--- src/rtl/neuron_seq_ctrl_pkg.sv ---
// Shared fixed-point format defaults and the sequencer state encoding for the
// neuron evaluation block.
package neuron_seq_ctrl_pkg;

  localparam int DEF_SIGN_BIT   = 1;
  localparam int DEF_INTE_WIDTH = 2;
  localparam int DEF_FRAC_WIDTH = 5;

  typedef enum logic [1:0] {
    IDLE  = 2'd0,
    RUN   = 2'd1,
    DRAIN = 2'd2,
    OUT   = 2'd3
  } state_t;

endpackage

--- src/rtl/neuron_mac_step.sv ---
// One multiply-accumulate step in Q(INTE).(FRAC): a*2^F + x*w at double width,
// then repacked to W bits with the double-width sign kept and magnitude wrapped.
module neuron_mac_step
  import neuron_seq_ctrl_pkg::*;
#(
  parameter int  SIGN_BIT   = DEF_SIGN_BIT,
  parameter int  INTE_WIDTH = DEF_INTE_WIDTH,
  parameter int  FRAC_WIDTH = DEF_FRAC_WIDTH,
  localparam int W          = SIGN_BIT + INTE_WIDTH + FRAC_WIDTH
)(
  input  logic signed [W-1:0] a,
  input  logic signed [W-1:0] x,
  input  logic signed [W-1:0] w,
  output logic signed [W-1:0] y
);

  localparam int F = FRAC_WIDTH;
  localparam int I = INTE_WIDTH;

  logic signed [2*W-1:0] x_ext;
  logic signed [2*W-1:0] w_ext;
  logic signed [2*W-1:0] a_ext;
  logic signed [2*W-1:0] prod;
  logic signed [2*W-1:0] s;
  logic                  unused_bits;

  assign x_ext = x;
  assign w_ext = w;
  assign a_ext = a;
  assign prod  = x_ext * w_ext;
  assign s     = prod + (a_ext <<< F);

  // Sign comes from the top of the wide sum, not from the truncated field.
  assign y           = {s[2*W-1], s[2*F+I-1:2*F], s[2*F-1:F]};
  assign unused_bits = ^{s[2*W-2:2*F+I], s[F-1:0]};

endmodule

--- src/rtl/neuron_seq_ctrl.sv ---
// Sequencer for one neuron: streams len x/w pairs from operand memory,
// accumulates them onto the bias, and presents the (optionally ReLU'd) result.
module neuron_seq_ctrl
  import neuron_seq_ctrl_pkg::*;
#(
  parameter int  SIGN_BIT   = DEF_SIGN_BIT,
  parameter int  INTE_WIDTH = DEF_INTE_WIDTH,
  parameter int  FRAC_WIDTH = DEF_FRAC_WIDTH,
  parameter int  ADDR_W     = 4,
  localparam int W          = SIGN_BIT + INTE_WIDTH + FRAC_WIDTH
)(
  input  logic                clk,
  input  logic                rst,
  input  logic                start,
  input  logic [ADDR_W:0]     len,
  input  logic signed [W-1:0] bias,
  input  logic                relu_en,
  output logic                rd_en,
  output logic [ADDR_W-1:0]   rd_addr,
  input  logic signed [W-1:0] x_data,
  input  logic signed [W-1:0] w_data,
  output logic                busy,
  output logic                out_valid,
  input  logic                out_ready,
  output logic signed [W-1:0] result
);

  localparam logic [ADDR_W:0] N_MAX = {1'b1, {ADDR_W{1'b0}}};

  function automatic logic [ADDR_W:0] clamp_len(input logic [ADDR_W:0] l);
    return (l > N_MAX) ? N_MAX : l;
  endfunction

  function automatic logic signed [W-1:0] relu(input logic signed [W-1:0] v,
                                               input logic en);
    return (en && v[W-1]) ? '0 : v;
  endfunction

  state_t                state;
  state_t                state_nxt;
  logic [ADDR_W:0]       len_q;
  logic [ADDR_W:0]       len_m1;
  logic                  relu_q;
  logic [ADDR_W-1:0]     cnt;
  logic                  last;
  logic signed [W-1:0]   acc;
  logic signed [W-1:0]   acc_nxt;
  logic                  rd_vld_p1;

  assign len_m1 = len_q - (ADDR_W+1)'(1);
  assign last   = ({1'b0, cnt} == len_m1);

  neuron_mac_step #(
    .SIGN_BIT   (SIGN_BIT),
    .INTE_WIDTH (INTE_WIDTH),
    .FRAC_WIDTH (FRAC_WIDTH)
  ) u_step (
    .a (acc),
    .x (x_data),
    .w (w_data),
    .y (acc_nxt)
  );

  always_ff @(posedge clk or posedge rst) begin
    if (rst) state <= IDLE;
    else     state <= state_nxt;
  end

  always_comb begin
    state_nxt = state;
    case (state)
      IDLE:    if (start) state_nxt = (len != '0) ? RUN : OUT;
      RUN:     if (last) state_nxt = DRAIN;
      DRAIN:   state_nxt = OUT;
      OUT:     if (out_ready) state_nxt = IDLE;
      default: state_nxt = IDLE;
    endcase
  end

  always_comb begin
    busy      = (state != IDLE);
    rd_en     = (state == RUN);
    rd_addr   = rd_en ? cnt : '0;
    out_valid = (state == OUT);
    result    = out_valid ? relu(acc, relu_q) : '0;
  end

  // Stage p0 -> p1: read strobe delayed to line up with the returning operands.
  always_ff @(posedge clk or posedge rst) begin
    if (rst) begin
      len_q     <= '0;
      relu_q    <= 1'b0;
      cnt       <= '0;
      acc       <= '0;
      rd_vld_p1 <= 1'b0;
    end else begin
      rd_vld_p1 <= (state == RUN);
      if (state == IDLE && start) begin
        len_q  <= clamp_len(len);
        relu_q <= relu_en;
        cnt    <= '0;
        acc    <= bias;
      end else begin
        if (state == RUN) cnt <= cnt + ADDR_W'(1);
        if (rd_vld_p1)    acc <= acc_nxt;
      end
    end
  end

endmodule

--- config.mk ---
export PLATFORM = sky130hd
export DESIGN_NAME = neuron_seq_ctrl
export DESIGN_NICKNAME = d
export VERILOG_FILES = /design/src/rtl/neuron_seq_ctrl_pkg.sv /design/src/rtl/neuron_mac_step.sv /design/src/rtl/neuron_seq_ctrl.sv
export SDC_FILE = /design/constraint.sdc
export NUM_CORES = 1
export LEC_CHECK = 0
export BUFFER_PORTS_ARGS = -buffer_cell sky130_fd_sc_hd__clkbuf_2
export CORE_ASPECT_RATIO = 1.5
export CORE_UTILIZATION = 65
export DETAILED_ROUTE_END_ITERATION = 8
export PLACE_DENSITY_LB_ADDON = 0.1
export SLEW_MARGIN = 30
export SYNTH_ARGS = -nofsm -noshare
export SYNTH_HDL_FRONTEND = slang
export SYNTH_HIERARCHICAL = 1
export SYNTH_SLANG_ARGS = --single-unit
--- constraint.sdc ---
create_clock -name clk -period 13.7 [get_ports clk]
set_input_delay 2.055 -clock clk [delete_from_list [all_inputs] [get_ports clk]]
set_output_delay 2.055 -clock clk [all_outputs]
set_load 0.005 [all_outputs]
==> metrics.txt <==
total die area=6030 µm²; Sink Count=21; outcome=complete, no violations; Post-Syn Instances=382; Root Driver=clkbuf_8; Pre-Repair DR Iteration Count=4; vias in the first global route=2894; Avg Inst Size Synth=9.72 µm²; Synth async-reset ratio=1.00; H-tree depth=1; fill count=438; clock buffer depth=2; CTS buffer count=3; FP Rows=33; routability cong.=0.852; Slew @ Worst Pin=0.786 ns; Mapped Area=3710 µm²; port buffer count=48; Post-CTS Resized=0; Met2 Wirelength=4240 µm; max frequency=0.153 GHz; Worst-path clk slew=0.08 ns; Final Setup Violations=0; I/O pin cnt=49; FF+latch count, synth=21; Post-synth EDFFs=0; Total Wirelength=7330 µm; initial antenna violation count=0; hold_buf cts=0; synth warn=6; post-synth top area cell=fa_1; setup TNS=0 ns; global route total overflow=0; Nets=567; Post-DP HPWL=6490 µm; post-synth top area share=0.340; Net Count, Synth=519; synth cell count leaders=inv_1, fa_1, and2_1, ha_1, nand2_1; Max Cap Viol=0; fin. max-slew vios=0; Synth Flop Type=dfrtp_1; vias per cell=5.33; Worst slew margin=0.475; largest net degree at the start of global routing=27; core area=5490 µm²; final worst path period need=6.55 ns; WL/cell=14.7 µm; Min-Delay Path Class=flip-flop to flip-flop; RSZ-0062 raised after global routing=false; Critical Path RT=13.88 ns; Worst setup SP type=primary input; first-pass GRT wire length=12800 µm; Worst EP arrival=6.73 ns; Ant. Diodes=0; period utilization=0.478; sequential-to-total area share from yosys stat=0.142; top-count cell post-synth=inv_1; initial core utilization=0.676; Area Growth Syn to Fin=9.53%; DRT met1 WL=2700 µm; All-Layer GR Usage=0.277; DR vias=2660; DR DRC count=0; clk_lat worst skew=0.26 ns; Post-CTS Setup Inserts=0; WL met3=149 µm; Die Ht=94.6 µm; Worst Setup End Kind=flip-flop; 1st-iter DRT viols=89; uppermost routed layer=met4; critical path class=primary input to flip-flop; crit-path max FO=8; ranking of synthesized cells by area=fa_1, dfrtp_1, ha_1; CTS tree=yes; Clock Skew=0.00692 ns; die width=63.7 µm; layout cells sized above 1=0.133; library cells used by synthesis=32; Hold Vio Cnt, Final=0; number of nets with antenna violations after routing=0
[state kept, by name (all words and copies together) (netlist names)]
register	count
acc	8
len_q	5
cnt	4
state	2
rd_vld_p1	1
relu_q	1
[critical path, stage by stage]
cell and delay (ns):
clkbuf_2 0.17, and2_1 0.34, inv_1 0.11, fa_1 0.52
inv_1 0.05, fa_1 0.52, fa_1 0.44, fa_1 0.58
fa_1 0.42, ha_1 0.34, a21o_1 0.17, a21oi_1 0.21
o21ai_0 0.18, o21ai_1 0.24, xnor2_1 0.14, mux2i_1 0.08
a21oi_1 0.16
[final cells by class]
class                           instances  area [µm²]  share of cell area
Clock buffer                            3        41.3              0.0102
Clock inverter                          1        5.00             0.00123
Inverter                               72         270              0.0664
Multi-Input combinational cell        284        2900               0.712
Sequential cell                        21         526               0.129
Tap cell                               70        87.6              0.0215
Timing Repair Buffer                   48         240              0.0591
[kinds of logic after synthesis]
group,share of synthesized area
buf+inv,0.0782
simple gates,0.167
compound gates,0.0485
mux,0.0387
xor+xnor,0.0519
flops,0.142
fa+ha+maj,0.474
[layout by cell type, fill, tap and decap left out, drive strengths merged]
master  Yosys  routed
nor2b       5       5
clkinv      0       1
nor4        1       1
ha         40      40
mux2        3       3
nor3b       1       1
nor4b       1       1
o21bai      1       1
clkbuf      4      51
inv        72      72
mux2i      11      11
dfrtp      21      21
nor2       14      14
nand2b      6       6
nand3       2       2
and2       51      51
xnor2      16      16
and3        2       2
nor3        3       3
a21oi      21      21
o21ai       7       7
fa         63      63
a21o        3       3
nand4b      1       1
nand3b      1       1
or3         1       1
or4         1       1
nand2      22      22
o22ai       1       1
xor2        6       6
[per-stage QoR]
stage | instance area [µm²] | hold slack, ns | util | worst slack [ns] | cells
after floorplan | 3710 | 0.473 | - | 7.43 | 382
after global placement | 4020 | 0.498 | 0.732 | 7.06 | 495
after detailed placement | 4020 | 0.502 | 0.732 | 6.93 | 495
after CTS | 4070 | 0.531 | 0.741 | 7.19 | 499
after global routing | 4070 | 0.582 | 0.741 | 6.91 | 499
final | 4070 | 0.532 | 0.741 | 7.15 | 499
[path summary, 6_finish.rpt]
kind / slack, ns / to / start / cells after the start
worst min-delay path: 0.53 / len_q[1] / len_q[1] / 2
max in group asynchronous: 11.30 / acc[6] / rst / 2
worst max register to register: 8.97 / acc[7] / acc[1] / 17
min in group asynchronous: 1.90 / cnt[2] / rst / 2
worst max-delay path: 7.15 / acc[7] / x_data[7] / 17
worst min register to register: 0.53 / len_q[1] / len_q[1] / 2
[metal layers]
| layer | vias to the layer above | GRT usage |
|---|---|---|
| met1 | 1324 | 0.320 |
| met3 | 16 | 0.0181 |
| met4 | 0 | 0.0833 |
| li1 | 1274 | - |
| met5 | - | 0 |
| met2 | 46 | 0.538 |
Power is left out: the tool's default activity adds up to more than one toggle a clock period on the data nets, which glitch-free logic cannot reach.
